===== config.mk =====
export PLATFORM = sky130hd
export DESIGN_NAME = cdf53_lift_row_flat
export DESIGN_NICKNAME = d
export VERILOG_FILES = /design/src/rtl/cdf53_lift_row_if.sv /design/src/rtl/cdf53_lift_row.sv /design/src/flat_wrapper.sv
export SDC_FILE = /design/constraint.sdc
export NUM_CORES = 1
export LEC_CHECK = 0
export ABC_CLOCK_PERIOD_IN_PS = 5920
export CAP_MARGIN = 5
export CORE_ASPECT_RATIO = 0.6
export CORE_MARGIN = 5
export CORE_UTILIZATION = 48
export DETAILED_ROUTE_END_ITERATION = 7
export GPL_TIMING_DRIVEN = 0
export PLACE_DENSITY = 0.78
export SLEW_MARGIN = 30
export SYNTH_ARGS = -nofsm -noshare
export SYNTH_HDL_FRONTEND = slang
export SYNTH_SLANG_ARGS = --single-unit

===== constraint.sdc =====
create_clock -name clk -period 5.92 [get_ports clk]
set_input_delay 1.184 -clock clk [delete_from_list [all_inputs] [get_ports clk]]
set_output_delay 1.184 -clock clk [all_outputs]
set_load 0.05 [all_outputs]

===== src/rtl/cdf53_lift_row_if.sv =====
// Triplet-in / coefficient-pair-out bundle for the CDF 5/3 row lifting stage.
// The master is the row serialiser side and the slave is the lifting stage.
interface cdf53_lift_row_if #(
  parameter int LENGTH = 16,
  parameter int DATA_W = 8
);
  localparam int NP    = LENGTH / 2;
  localparam int IDX_W = (NP > 1) ? $clog2(NP) : 1;

  logic                     in_valid;
  logic [DATA_W-1:0]        x0;
  logic [DATA_W-1:0]        x1;
  logic [DATA_W-1:0]        x2;
  logic                     out_valid;
  logic signed [DATA_W+1:0] low;
  logic signed [DATA_W:0]   high;
  logic                     row_done;
  logic [IDX_W-1:0]         pair_idx;

  modport master (
    output in_valid, x0, x1, x2,
    input  out_valid, low, high, row_done, pair_idx
  );

  modport slave (
    input  in_valid, x0, x1, x2,
    output out_valid, low, high, row_done, pair_idx
  );
endinterface


===== src/rtl/cdf53_lift_row.sv =====
// Single-level CDF 5/3 integer lifting of one row, one triplet in and one (s,d) pair out per valid cycle.
// Optional macro CDF_CLAMP_EN clamps low to [0, 2^DATA_W-1] and high to the DATA_W signed range.
module cdf53_lift_row #(
  parameter int LENGTH = 16,
  parameter int DATA_W = 8
) (
  input  logic             clk,
  input  logic             resetn,
  cdf53_lift_row_if.slave  bus
);
  localparam int NP    = LENGTH / 2;
  localparam int IDX_W = (NP > 1) ? $clog2(NP) : 1;
  localparam int W3    = DATA_W + 3;
  localparam int LW    = DATA_W + 2;
  localparam int HW    = DATA_W + 1;
  localparam logic [IDX_W-1:0]     LAST_IDX = IDX_W'(NP - 1);
  localparam logic signed [W3-1:0] ROUND    = W3'(2);
`ifdef CDF_CLAMP_EN
  localparam logic signed [W3-1:0] LOW_MAX  = W3'((1 << DATA_W) - 1);
  localparam logic signed [W3-1:0] HIGH_MAX = W3'((1 << (DATA_W - 1)) - 1);
  localparam logic signed [W3-1:0] HIGH_MIN = -W3'(1 << (DATA_W - 1));
`endif

  typedef enum logic {ROW_START, IN_ROW} state_t;

  state_t                state_q, state_d;
  logic [IDX_W-1:0]      idx_q, idx_d;
  logic signed [HW-1:0]  d_prev_q, d_prev_d;
  logic signed [LW-1:0]  low_q, low_d;
  logic signed [HW-1:0]  high_q, high_d;
  logic [IDX_W-1:0]      pair_idx_q, pair_idx_d;
  logic                  out_valid_q, out_valid_d;
  logic                  row_done_q, row_done_d;

  logic [HW-1:0]         even_sum;
  logic [HW-1:0]         even_half;
  logic signed [W3-1:0]  d_w;
  logic signed [W3-1:0]  dl_w;
  logic signed [W3-1:0]  upd_w;
  logic signed [LW-1:0]  low_val;
  logic signed [HW-1:0]  high_val;
`ifdef CDF_CLAMP_EN
  logic signed [W3-1:0]  s_w;
`endif

  // Predict and update datapath, all evaluated in the input cycle.
  always_comb begin
    even_sum  = {1'b0, bus.x0} + {1'b0, bus.x2};
    even_half = even_sum >> 1;
    d_w       = $signed({3'b000, bus.x1}) - $signed({2'b00, even_half});
    // Symmetric extension at the row start: d[-1] mirrors d[0].
    dl_w      = (state_q == ROW_START) ? d_w : W3'(d_prev_q);
    upd_w     = (dl_w + d_w + ROUND) >>> 2;
`ifdef CDF_CLAMP_EN
    s_w = $signed({3'b000, bus.x0}) + upd_w;
    if (s_w < 0) begin
      low_val = '0;
    end else if (s_w > LOW_MAX) begin
      low_val = LW'(LOW_MAX);
    end else begin
      low_val = LW'(s_w);
    end
    if (d_w < HIGH_MIN) begin
      high_val = HW'(HIGH_MIN);
    end else if (d_w > HIGH_MAX) begin
      high_val = HW'(HIGH_MAX);
    end else begin
      high_val = HW'(d_w);
    end
`else
    low_val  = LW'($signed({3'b000, bus.x0}) + upd_w);
    high_val = HW'(d_w);
`endif
  end

  always_comb begin
    state_d     = state_q;
    idx_d       = idx_q;
    d_prev_d    = d_prev_q;
    low_d       = low_q;
    high_d      = high_q;
    pair_idx_d  = pair_idx_q;
    out_valid_d = 1'b0;
    row_done_d  = 1'b0;
    if (bus.in_valid) begin
      low_d       = low_val;
      high_d      = high_val;
      out_valid_d = 1'b1;
      pair_idx_d  = idx_q;
      // The unclamped d feeds the next update so the lifting stays exact.
      d_prev_d    = HW'(d_w);
      row_done_d  = (idx_q == LAST_IDX);
      if (idx_q == LAST_IDX) begin
        idx_d   = '0;
        state_d = ROW_START;
      end else begin
        idx_d   = idx_q + IDX_W'(1);
        state_d = IN_ROW;
      end
    end
  end

  always_ff @(posedge clk) begin
    if (!resetn) begin
      state_q     <= ROW_START;
      idx_q       <= '0;
      d_prev_q    <= '0;
      low_q       <= '0;
      high_q      <= '0;
      pair_idx_q  <= '0;
      out_valid_q <= 1'b0;
      row_done_q  <= 1'b0;
    end else begin
      state_q     <= state_d;
      idx_q       <= idx_d;
      d_prev_q    <= d_prev_d;
      low_q       <= low_d;
      high_q      <= high_d;
      pair_idx_q  <= pair_idx_d;
      out_valid_q <= out_valid_d;
      row_done_q  <= row_done_d;
    end
  end

  assign bus.out_valid = out_valid_q;
  assign bus.low       = low_q;
  assign bus.high      = high_q;
  assign bus.row_done  = row_done_q;
  assign bus.pair_idx  = pair_idx_q;
endmodule


===== src/flat_wrapper.sv =====
// flat-port wrapper written by rule: the top's interface ports become plain ports
module cdf53_lift_row_flat 
#(
  parameter int LENGTH = 16,
  parameter int DATA_W = 8
)
  (clk, resetn, bus_in_valid, bus_x0, bus_x1, bus_x2, bus_out_valid, bus_low, bus_high, bus_row_done, bus_pair_idx);
  cdf53_lift_row_if #(.LENGTH(LENGTH), .DATA_W(DATA_W)) bus_i ();
  input  logic clk;
  input  logic resetn;
  input wire logic [$bits(bus_i.in_valid)-1:0] bus_in_valid;
  input wire logic [$bits(bus_i.x0)-1:0] bus_x0;
  input wire logic [$bits(bus_i.x1)-1:0] bus_x1;
  input wire logic [$bits(bus_i.x2)-1:0] bus_x2;
  output wire logic [$bits(bus_i.out_valid)-1:0] bus_out_valid;
  output wire logic [$bits(bus_i.low)-1:0] bus_low;
  output wire logic [$bits(bus_i.high)-1:0] bus_high;
  output wire logic [$bits(bus_i.row_done)-1:0] bus_row_done;
  output wire logic [$bits(bus_i.pair_idx)-1:0] bus_pair_idx;
  assign bus_i.in_valid = bus_in_valid;
  assign bus_i.x0 = bus_x0;
  assign bus_i.x1 = bus_x1;
  assign bus_i.x2 = bus_x2;
  assign bus_out_valid = bus_i.out_valid;
  assign bus_low = bus_i.low;
  assign bus_high = bus_i.high;
  assign bus_row_done = bus_i.row_done;
  assign bus_pair_idx = bus_i.pair_idx;
  cdf53_lift_row #(.LENGTH(LENGTH), .DATA_W(DATA_W)) u_core (.clk(clk), .resetn(resetn), .bus(bus_i));
endmodule

======== Yosys cells after proc, flatten, opt, wreduce, memory -nomap -nowiden ========
Cells that the tools add are included.
word-level totals
  register bits ........................... 28
  output and inout port bits .............. 24
cells by class
  add/sub/neg operators ................... 6
  equality and inequality tests ........... 1
  mux-type cells .......................... 4
  reductions and logical operators ........ 1
operators with widths
  cell                     number
  $add A11 B11 Y11         1
  $add A11 B3 Y11 const B  1
  $mux W11                 1
  $add A9 B9 Y10           1
  $add A8 B8 Y9            1
  $sub A8 B8 Y9            1
  $add A3 B1 Y3 const B    1
  $eq A3 B3 Y1 const B     1
  $mux W3                  1
  $mux W1                  2
  $reduce_and A2 Y1        1

======== Logic depth before layout (Yosys ltp) ========
Gate-level depths: netlist (run 1).
  depth after elaboration ................. 6
  mapped depth ............................ 25
  mapped depth without buffers ............ 25

======== Least setup slack after synthesis (run 1) ========
OpenSTA, ideal clock, no wires.
  kind .................................... in2reg
  start point ............................. input bus_x0[0]
  end point ............................... register u_core.low_q[9], in the netlist u_core.bus.low[9]
  arrival ................................. 5.983 ns
  data required time ...................... 5.844 ns
  setup slack ............................. -0.139 ns
  stages .................................. 21
  path buffers ............................ 0
  path through ............................ and2_1 > fa_1 > a21o_1 > a21oi_1 > xnor2_1 > ha_1 > or3b_2 > nor2b_1 > mux2_2 > ha_1 > ha_1 > or4_1 > o2111ai_1 > o21ai_0 > xnor2_1 > ha_1 > or4_1 > o21ai_0 > a21oi_1 > and2_1 > o22ai_1
between the ends
  word-level cells in the longest chain between the ends .. 6
RTL lines
  element                  RTL line               text
  start, declared          flat_wrapper.sv:12     input wire logic [$bits(bus_i.x0)-1:0] bus_x0;
  $add A8 B8 Y9 *          cdf53_lift_row.sv:48   even_sum = {1'b0, bus.x0} + {1'b0, bus.x2};
  $sub A8 B8 Y9 *          cdf53_lift_row.sv:50   d_w = $signed({3'b000, bus.x1}) - $signed({2'b00, even_half});
  named net u_core.d_w[3]  cdf53_lift_row.sv:37   logic signed [W3-1:0] d_w;
  $mux W11                 cdf53_lift_row.sv:52   dl_w = (state_q == ROW_START) ? d_w : W3'(d_prev_q);
  $add A11 B11 Y11 *       cdf53_lift_row.sv:53   upd_w = (dl_w + d_w + ROUND) >>> 2;
  $add A11 B3 Y11 *        cdf53_lift_row.sv:53
  $add A9 B9 Y10 *         cdf53_lift_row.sv:71   low_val = LW'($signed({3'b000, bus.x0}) + upd_w);
  end signal, assigned     cdf53_lift_row.sv:117  low_q <= low_d;
  end, declared            cdf53_lift_row.sv:29   logic signed [LW-1:0] low_q, low_d;
The timed path passes the listed nets; every way through them passes the cells marked *.
A chain may end at the register's enable or synchronous reset.

======== Worst setup path in the final report (run 1) ========
  start point ............................. input bus_x0[6]
  end point ............................... register u_core.low_q[8], in the netlist u_core.bus.low[8]
between the ends
  word-level cells in the longest chain between the ends .. 6
RTL lines
  element           RTL line
  $add A8 B8 Y9     cdf53_lift_row.sv:48
  $sub A8 B8 Y9     cdf53_lift_row.sv:50
  $mux W11          cdf53_lift_row.sv:52
  $add A11 B11 Y11  cdf53_lift_row.sv:53
  $add A11 B3 Y11   cdf53_lift_row.sv:53
  $add A9 B9 Y10 *  cdf53_lift_row.sv:71
Mark *: on every way between the ends. The rest lies on a longest branch, timed or not.

==> results by group, run 1 <==
Yosys
  • Synth area leader: dfxtp_1
  • Sequential share of the synthesized area: 0.214
  • Main area contributors after synthesis: dfxtp_1 (21%), ha_1 (20%), mux2i_1 (4.6%)
  • Commonest cells in the netlist: ha_1 (41), nor2_1 (30), dfxtp_1 (28)
  • Synthesized area: 0.00262 mm²
  • Area share of the leading cell type in the synthesized netlist: 0.214
  • EDFF count, synth: 0
  • Ys Warns: 0
  • Yosys cell types: 56
  • Most frequent cell after synthesis: ha_1
  • Post-Syn Instances: 304
  • Yosys reg bits: 28
  • Top FF cell, synth: dfxtp_1
  • Syn_nets: 376
  • Synth Area per Inst: 8.63 µm²
  • Share of flip-flops with an asynchronous set or reset: 0

Timing
  • Final setup viols: 1
  • Final period util: 1.02
  • Slew Viols, Final: 0
  • FMAX: 165 MHz
  • RSZ-0062 raised after global routing: true
  • Clk_skew: 0.00724 ns
  • Setup ws final: -0.128 ns
  • Rel. slew slack: 0.560
  • Least-Margin Pin Slew: 0.661 ns
  • Hold Vio Cnt, Final: 0
  • Total negative slack: -0.128 ns
  • Final min period: 6.05 ns

Clock network
  • Worst-path clk slew: 0.10 ns
  • Clk Latency, worst-skew pair: 0.29 ns
  • Root Driver: clkbuf_8
  • TritonCTS clock tree: done
  • CTS H-tree depth: 1
  • Total clock sinks: 28
  • CTS buffer count: 3
  • Post-CTS Hold Fix Bufs: 0
  • Clk buf depth: 2

Finish
  • Fin nets: 467
  • Area delta synth->final: 55.1%
  • Share of post-route cells with drive strength above 1: 0.327
  • Finished Layout Cells: 460
  • Number of inserted diodes: 0

Setup path
  • Worst setup EP type: flop
  • Delay of the slowest critical-path stage: 0.55 ns
  • CP Launch Type: input port
  • WS Path Type: in -> reg
  • Crit path DAT: 6.25 ns
  • Slowest-stage cell, CP: clkdlybuf4s50_1
  • CP max FO: 5
  • Critical path's most frequent cell: buf_4
  • Data required time at the worst endpoint: 6.13 ns

Run status
  • Run status: finished, violations left
  • Failing checks: setup timing

Global route
  • Initial antenna violation count: 0
  • Vias in the first global route: 2,718
  • Largest net degree at the start of global routing: 17
  • GRT Residual Overflow: 0
  • All-layer global routing usage: 0.230
  • First-pass GRT wire length: 13,100 µm

Placement
  • Setup Slack @ Placement: -1.13 ns
  • Hpwl dp: 5180 µm
  • Port Buffers: 49
  • Placed Instances: 419
  • Routability cong.: 0.893

Route
  • DR pass1 iterations: 6
  • WL per Instance: 19.5 µm
  • Number of vias per cell: 6.17
  • Antenna viol nets, final: 0
  • Via count: 2,836
  • Drc violations: 0
  • 1st-iter DRT viols: 315
  • Drt total wl: 8960 µm

Power and ir drop
  • Internal cell power: 1.50 mW
  • Sw power: 1.35 mW
  • Clock power frac: 0.055
  • Overall power: 2.85 mW
  • Leakage: 1.66 nW
  • Seq pwr share: 0.089
  • Switching part of the total: 0.474
  • Max VDD drop: 458 µV
  • Power per cell area: 700 mW/mm²
  • Combinational power share: 0.856

Die
  • FP Rows: 20
  • Die ar.: 0.00709 mm²
  • IO Pins: 51
  • Core area: 0.00518 mm²
  • Initial Utilization: 0.507
  • Die Span Y: 67.3 µm
  • Die Span X: 105 µm

Flow run
  • Max cap viols: 0

Worst hold path
  • Tightest Hold Check Type: reg -> reg
==> repair_timing <==
action / in CTS / in global routing
gates cloned: 0 / 0
gates resized for setup: 71 / 49
pin swaps: 38 / 44
setup buffers: 27 / 11
endpoints found under the setup margin: 4 / 4
==> sequential cells by signal (all words and copies together) (netlist names) <==
signal	flops
u_core.bus.row_done	1
u_core.idx_q	3
u_core.state_q	1
u_core.bus.out_valid	1
u_core.bus.low	10
u_core.bus.pair_idx	3
u_core.bus.high	9
==> stage by stage <==
stage	instance area, µm²	utilization	hold slack [ns]
CTS	3790	0.733	0.493
finish	4070	0.786	0.492
global route	4070	0.786	0.512
global placement	3230	0.623	0.466
detailed placement	3230	0.623	0.475
floorplan	2650	-	0.487
==> power groups by stage <==
stage	Combinational, mW	Clock [mW]	Sequential (mW)
floorplan	1.17	0	0.379
global placement	1.59	0	0.255
detailed placement	1.63	0	0.256
CTS	2.01	0.156	0.253
global route	2.61	0.168	0.258
finish	2.44	0.155	0.254
==> per-layer routing <==
metal  share of wire  GRT usage  vias up
li1                -          -     1302
met1            0.44      0.305     1337
met2            0.44      0.383      154
met3           0.075     0.0458       43
met4           0.049     0.0671        0
met5               0          0        -
==> worst paths after layout <==
| kind | startpoint | to | slack (ns) | cells after the start |
|---|---|---|---|---|
| worst min-delay path | u_core.bus.low[9] | u_core.bus.low[9] | 0.49 | 2 |
| worst max register to register | u_core.state_q | u_core.bus.low[8] | 1.57 | 17 |
| worst min register to register | u_core.bus.low[9] | u_core.bus.low[9] | 0.49 | 2 |
| worst max-delay path | bus_x0[6] | u_core.bus.low[8] | -0.13 | 26 |
==> logic make-up after synthesis <==
group                      synth area share
adders and majority gates             0.226
xor gates and xnor gates             0.0563
buffers and inverters                0.0348
and+or+nand+nor                       0.180
muxes                                0.0715
AOI/OAI and AO/OA                     0.217
DFF                                   0.214
==> cell usage in the layout (no fill, tap or decap), types with 12 or more instances in the layout <==
master	instances
ha_1	19
o21ai_0	13
buf_4	37
nor2_1	26
clkdlybuf4s50_1	38
dfxtp_1	28
ha_4	18
a21oi_1	13
mux2i_1	12
inv_1	14
==> final cells by class <==
type	count	area (µm²)
fillers	326	1110
clock inverters	1	30.0
flip-flops and latches	28	561
multi-input cells	252	2520
repair buffers	86	746
inverters	15	56.3
clock buffers	3	41.3
plain buffers	9	35.0
well taps	66	82.6
==> critical path, delay by kind of cell <==
kind                       cells  cell delay, ns
adders and majority gates      5            1.41
buffers and inverters          7            1.31
AOI/OAI and AO/OA              7            1.14
and+or+nand+nor                6            0.98
xor gates and xnor gates       1            0.22
No activity file was read; power rests on OpenSTA's default activity.
==> run 2, diff against run 1 <==
--- a/config.mk
+++ b/config.mk
@@ -12,7 +12,7 @@
 export CORE_UTILIZATION = 48
 export DETAILED_ROUTE_END_ITERATION = 7
 export GPL_TIMING_DRIVEN = 0
-export PLACE_DENSITY = 0.78
+export PLACE_DENSITY = 0.85
 export SLEW_MARGIN = 30
 export SYNTH_ARGS = -nofsm -noshare
 export SYNTH_HDL_FRONTEND = slang
==> results by group, run 2 (synthesis gave the netlist of run 1 again) <==
Finish
  • Number of inserted diodes: 0 (unchanged)
  • Max reg flops: 10 (unchanged)
  • Area delta synth->final: 49.1%
  • End-of-flow core utilization: 0.755 (-0.0302)
  • Most common cell after layout, fill and taps aside: clkdlybuf4s50_1
  • Share of post-route cells with drive strength above 1: 0.274 (-0.0537)
  • Fin nets: 453 (-3.0%)
  • Most frequent cells in the layout: clkdlybuf4s50_1 (39), dfxtp_1 (28), nor2_1 (27)

Power and ir drop
  • Max VDD drop: 557 µV (+22%)
  • Power per cell area: 689 mW/mm² (-1.5%)
  • Overall power: 2.69 mW (-5.3%)
  • Leakage: 1.60 nW (-3.6%)

Timing
  • Hold Vio Cnt, Final: 0 (unchanged)
  • Slew Viols, Final: 0 (unchanged)
  • Min Hold Slack: 0.497 ns (+0.00531 ns)
  • Setup ws final: -0.0591 ns (+0.0692 ns)
  • Final setup viols: 2 (+1)
  • Final period util: 1.01 (-0.0117)
  • Least-Margin Pin Slew: 0.711 ns (+0.0501 ns)
  • RSZ-0062 raised after global routing: true
  • FMAX: 167 MHz (+1.2%)
  • Rel. slew slack: 0.526 (-0.0334)
  • Total negative slack: -0.115 ns (+0.0130 ns)
  • Clk_skew: 0.00421 ns (-0.00303 ns)
  • Final min period: 5.98 ns (-0.0692 ns)

Die
  • Die Span X: 105 µm (unchanged)
  • Core area: 0.00518 mm² (unchanged)
  • Die Span Y: 67.3 µm (unchanged)
  • FP Rows: 20 (unchanged)
  • Initial Utilization: 0.507 (unchanged)
  • IO Pins: 51 (unchanged)
  • Die ar.: 0.00709 mm² (unchanged)

Clock network
  • Total clock sinks: 28 (unchanged)
  • Root Driver: clkbuf_8
  • Post-CTS Hold Fix Bufs: 0 (unchanged)
  • CTS buffer count: 3 (unchanged)
  • Clk buf depth: 2 (unchanged)
  • Worst-path clk slew: 0.11 ns (about the same)
  • Clk Latency, worst-skew pair: 0.29 ns (about the same)
  • CTS H-tree depth: 1 (unchanged)
  • TritonCTS clock tree: done

Setup path
  • CP max FO: 4 (-1)
  • Crit path DAT: 6.15 ns (-0.10 ns)
  • Critical path's most frequent cell: ha_4
  • R2R Path Start: u_core.state_q
  • CP Launch Point: bus_x0[6]
  • Worst setup EP type: flop
  • CP Launch Type: input port
  • Worst R2R Setup Slack: 1.61 ns (+0.04 ns)
  • R2r endpoint: u_core.bus.low[6]
  • Reg2Reg Depth: 13 (-4)
  • Data required time at the worst endpoint: 6.09 ns (-0.04 ns)
  • WS Path Type: in -> reg
  • Critical Path End: u_core.bus.low[7]
  • Slowest-stage cell, CP: or4_1
  • Delay of the slowest critical-path stage: 0.55 ns (about the same)
  • Critical Path, Cell by Cell: clkdlybuf4s50_1 > ha_1 > nor2b_4 > mux2_4 > a2111oi_4 > ha_4 > buf_4 > or4_4 > o21ai_4 > xor2_2 > inv_2 > mux2_4 > ha_4 > ha_4 > o2111ai_4 > o21ai_2 > xnor2_1 > ha_2 > or4_1 > o21ai_1 > a21oi_2 > xnor2_1 > a21oi_1

Placement
  • Routability cong.: 0.876 (-1.9%)
  • Hpwl dp: 5280 µm (+1.9%)
  • Port Buffers: 49 (unchanged)
  • Setup Slack @ Placement: -1.07 ns (+0.0601 ns)

Run status
  • Run status: finished, violations left
  • Failing checks: setup timing

Global route
  • Initial antenna violation count: 0 (unchanged)
  • All-layer global routing usage: 0.219 (-0.0109)
  • First-pass GRT wire length: 12,600 µm (-4.0%)
  • Largest net degree at the start of global routing: 17 (unchanged)
  • Vias in the first global route: 2,644 (-2.7%)
  • GRT Residual Overflow: 0 (unchanged)

Route
  • DR pass1 iterations: 4 (-2)
  • Number of vias per cell: 6.09 (-1.2%)
  • Drt total wl: 8770 µm (-2.1%)
  • WL per Instance: 19.7 µm (+0.96%)
  • Drc violations: 0 (unchanged)
  • Via count: 2,716 (-4.2%)
  • Antenna viol nets, final: 0 (unchanged)
  • 1st-iter DRT viols: 193 (-39%)

Flow run
  • Max cap viols: 0 (unchanged)

Worst hold path
  • Tightest Hold Check Type: reg -> reg
[run 2: per-stage QoR]
stage / instances / instance area, µm²
after floorplan: 304 / 2650
after global placement: 419 / 3230
after detailed placement: 419 / 3230
after CTS: 442 / 3740
after global routing: 446 / 3910
final: 446 / 3910
[run 2: worst min path at each step]
stage	endpoint	cells after the start	startpoint	slack, ns
global route	u_core.bus.low[9]	2	u_core.bus.low[9]	0.53
finish	u_core.bus.low[9]	2	u_core.bus.low[9]	0.50
detailed placement	u_core.bus.low[9]	2	u_core.bus.low[9]	0.47
floorplan	u_core.idx_q[1]	2	u_core.idx_q[1]	0.49
CTS	u_core.bus.low[9]	2	u_core.bus.low[9]	0.49
global placement	u_core.bus.low[9]	2	u_core.bus.low[9]	0.47
[run 2: critical path: cells and delay by family]
kind	cells	cell delay, ns
mux	2	0.46
compound gates	7	0.76
buf+inv	3	0.69
xor+xnor	3	0.43
simple gates	3	1.25
fa+ha+maj	5	1.36
[run 2: power by group]
part,switching [mW],internal (mW),leakage (nW),total [mW]
Sequential,0.0248,0.230,0.231,0.255
Combinational,1.22,1.06,1.34,2.28
Clock,0.0690,0.0908,0.0357,0.160
Total,1.32,1.38,1.60,2.69
[run 2: layout make-up]
type,count,area (µm²)
multi-input combinational,252,2450
fill,360,1270
timing repair buffer,72,652
sequential,28,561
tap,66,82.6
inverter,15,56.3
clock buffer,3,41.3
buffer,9,35.0
clock inverter,1,30.0
[run 2: repair_timing]
action,CTS,global route
setup buffers,19,4
resized for setup,64,45
setup endpoints to repair,5,4
hold endpoints to repair,0,0
pin swaps,39,36
cloned,0,0
[run 2: layer usage]
layer | GRT usage | vias up | wire length, µm
li1 | - | 1271 | -
met1 | 0.278 | 1281 | 3730
met3 | 0.0506 | 32 | 696
met4 | 0.0458 | 0 | 283
met5 | 0 | - | 0
met2 | 0.384 | 132 | 4060
==> run 3, diff against run 2 <==
--- a/config.mk
+++ b/config.mk
@@ -6,10 +6,11 @@
 export NUM_CORES = 1
 export LEC_CHECK = 0
 export ABC_CLOCK_PERIOD_IN_PS = 5920
-export CAP_MARGIN = 5
+export CAP_MARGIN = 20
 export CORE_ASPECT_RATIO = 0.6
 export CORE_MARGIN = 5
 export CORE_UTILIZATION = 48
+export CTS_BUF_LIST = sky130_fd_sc_hd__clkbuf_16
 export DETAILED_ROUTE_END_ITERATION = 7
 export GPL_TIMING_DRIVEN = 0
 export PLACE_DENSITY = 0.85
==> results by group, run 3 (synthesis gave the netlist of run 1 again) <==
Die
  • Core area: 0.00518 mm² (unchanged)
  • Initial Utilization: 0.507 (unchanged)
  • Die ar.: 0.00709 mm² (unchanged)
  • Die Span X: 105 µm (unchanged)
  • FP Rows: 20 (unchanged)
  • Die Span Y: 67.3 µm (unchanged)
  • IO Pins: 51 (unchanged)

Flow run
  • Max cap viols: 0 (unchanged)

Finish
  • Max reg flops: 10 (unchanged)
  • Number of inserted diodes: 0 (unchanged)
  • Most common cell after layout, fill and taps aside: clkdlybuf4s50_1
  • Fin nets: 461 (+1.8%)
  • End-of-flow core utilization: 0.778 (+0.0225)
  • Area delta synth->final: 53.6%
  • Share of post-route cells with drive strength above 1: 0.309 (+0.0356)
  • Most frequent cells in the layout: clkdlybuf4s50_1 (39), buf_4 (31), dfxtp_1 (28)

Route
  • Via count: 2,852 (+5.0%)
  • Drt total wl: 9290 µm (+6.0%)
  • Antenna viol nets, final: 0 (unchanged)
  • Number of vias per cell: 6.28 (+3.2%)
  • DR pass1 iterations: 5 (+1)
  • Drc violations: 0 (unchanged)
  • WL per Instance: 20.5 µm (+4.1%)
  • 1st-iter DRT viols: 256 (+33%)

Timing
  • Clk_skew: 0.00140 ns (-0.00282 ns)
  • Final period util: 1.01 (-0.00126)
  • Setup ws final: -0.0517 ns (+0.00745 ns)
  • Least-Margin Pin Slew: 0.662 ns (-0.0491 ns)
  • RSZ-0062 raised after global routing: true
  • Final min period: 5.97 ns (-0.00745 ns)
  • FMAX: 167 MHz (+0.12%)
  • Hold Vio Cnt, Final: 0 (unchanged)
  • Final setup viols: 3 (+1)
  • Slew Viols, Final: 0 (unchanged)
  • Rel. slew slack: 0.559 (+0.0328)

Clock network
  • Worst-path clk slew: 0.07 ns (-0.04 ns)
  • CTS H-tree depth: 1 (unchanged)
  • Clk buf depth: 2 (unchanged)
  • Total clock sinks: 28 (unchanged)
  • Clk Latency, worst-skew pair: 0.27 ns (-0.02 ns)
  • TritonCTS clock tree: done
  • CTS buffer count: 3 (unchanged)
  • Root Driver: clkbuf_16

Setup path
  • Cell family with most CP delay: compound AO/OA/AOI/OAI gates
  • Slowest-stage cell, CP: or4_4
  • Worst setup EP type: flop
  • Buf+Inv Stages, Crit Path: 3 (unchanged)
  • Crit path DAT: 6.15 ns (about the same)
  • Delay of the slowest critical-path stage: 0.50 ns (-0.05 ns)
  • Critical path's most frequent cell: ha_4
  • CP Launch Type: input port
  • WS Path Type: in -> reg
  • CP max FO: 4 (unchanged)
  • Data required time at the worst endpoint: 6.10 ns (about the same)
  • Critical Path, Cell by Cell: dlygate4sd2_1 > ha_4 > a21boi_2 > o31ai_4 > mux2_4 > a2111oi_4 > ha_2 > buf_4 > or4_4 > o21ai_4 > xor2_2 > inv_2 > mux2_4 > ha_4 > ha_4 > o2111ai_4 > o21ai_2 > xnor2_1 > ha_2 > o21a_1 > o21a_1 > a21oi_2 > nand3_2 > a311oi_2

Run status
  • Run status: finished, violations left
  • Failing checks: setup timing

Global route
  • Initial antenna violation count: 0 (unchanged)
  • GRT Residual Overflow: 0 (unchanged)
  • Largest net degree at the start of global routing: 17 (unchanged)
  • All-layer global routing usage: 0.246 (+0.0270)
  • Vias in the first global route: 2,910 (+10%)
  • First-pass GRT wire length: 14,000 µm (+11%)

Placement
  • Port Buffers: 49 (unchanged)
  • Routability cong.: 0.876 (unchanged)
  • Hpwl dp: 5280 µm (unchanged)

Worst hold path
  • Tightest Hold Check Type: reg -> reg
-- run 3: changes by cell type in the layout (fill, tap and decap cells not counted), moves of 2 or more --
cell / delta
a21oi_2: +3
a21oi_4: -2
clkbuf_8: -3
buf_4: +9
clkbuf_16: +3
dlymetal6s2s_1: -2
o21ai_2: +2
nor2b_1: -2
dlygate4sd2_1: +2
-- run 3: cell type report --
type	instances	area, µm²
inverter	15	56.3
clock inverter	1	30.0
buffer	9	35.0
fill	345	1150
timing repair buffer	80	701
multi-input combinational	252	2490
sequential	28	561
tap	66	82.6
clock buffer	3	75.1
-- run 3: path summary, 6_finish.rpt --
check                         start                end  slack, ns  cells past startpoint
hold reg to reg   u_core.bus.low[9]  u_core.bus.low[9]       0.49                      2
setup reg to reg     u_core.state_q  u_core.bus.low[8]       1.62                     17
setup / recovery          bus_x0[3]  u_core.bus.low[8]      -0.05                     24
hold / removal    u_core.bus.low[9]  u_core.bus.low[9]       0.49                      2
-- run 3: metal layers --
layer	wire, µm	track usage	share of wire
met1	3800	0.290	0.41
met4	438	0.0982	0.047
met3	767	0.0621	0.083
met5	0	0	0
met2	4290	0.437	0.46
-- run 3: timing repair --
item | CTS | global route
pin swaps | 41 | 46
endpoints found under the setup margin | 5 | 4
gates resized for setup | 79 | 41
hold buffers | 0 | 0
setup buffers | 25 | 6
-- run 3: through the flow --
| step | instance area (µm²) | TNS [ns] | hold slack (ns) | std cells | setup slack (ns) |
|---|---|---|---|---|---|
| floorplan | 2650 | -0.0295 | 0.487 | 304 | -0.0295 |
| global placement | 3230 | -3.84 | 0.467 | 419 | -1.01 |
| detailed placement | 3230 | -4.20 | 0.473 | 419 | -1.07 |
| CTS | 3850 | 0 | 0.485 | 448 | 0.0118 |
| global route | 4030 | -0.644 | 0.527 | 454 | -0.228 |
| finish | 4030 | -0.151 | 0.486 | 454 | -0.0517 |
-- run 3: tightest hold or removal path, stage by stage, from the launching register on --
cell	delay (ns)
dfxtp_1	0.32
nand2_1	0.06
o22ai_1	0.06
Power of run 3 is left out: the tool's default activity adds up to more than one toggle a clock period on the data nets, which glitch-free logic cannot reach.
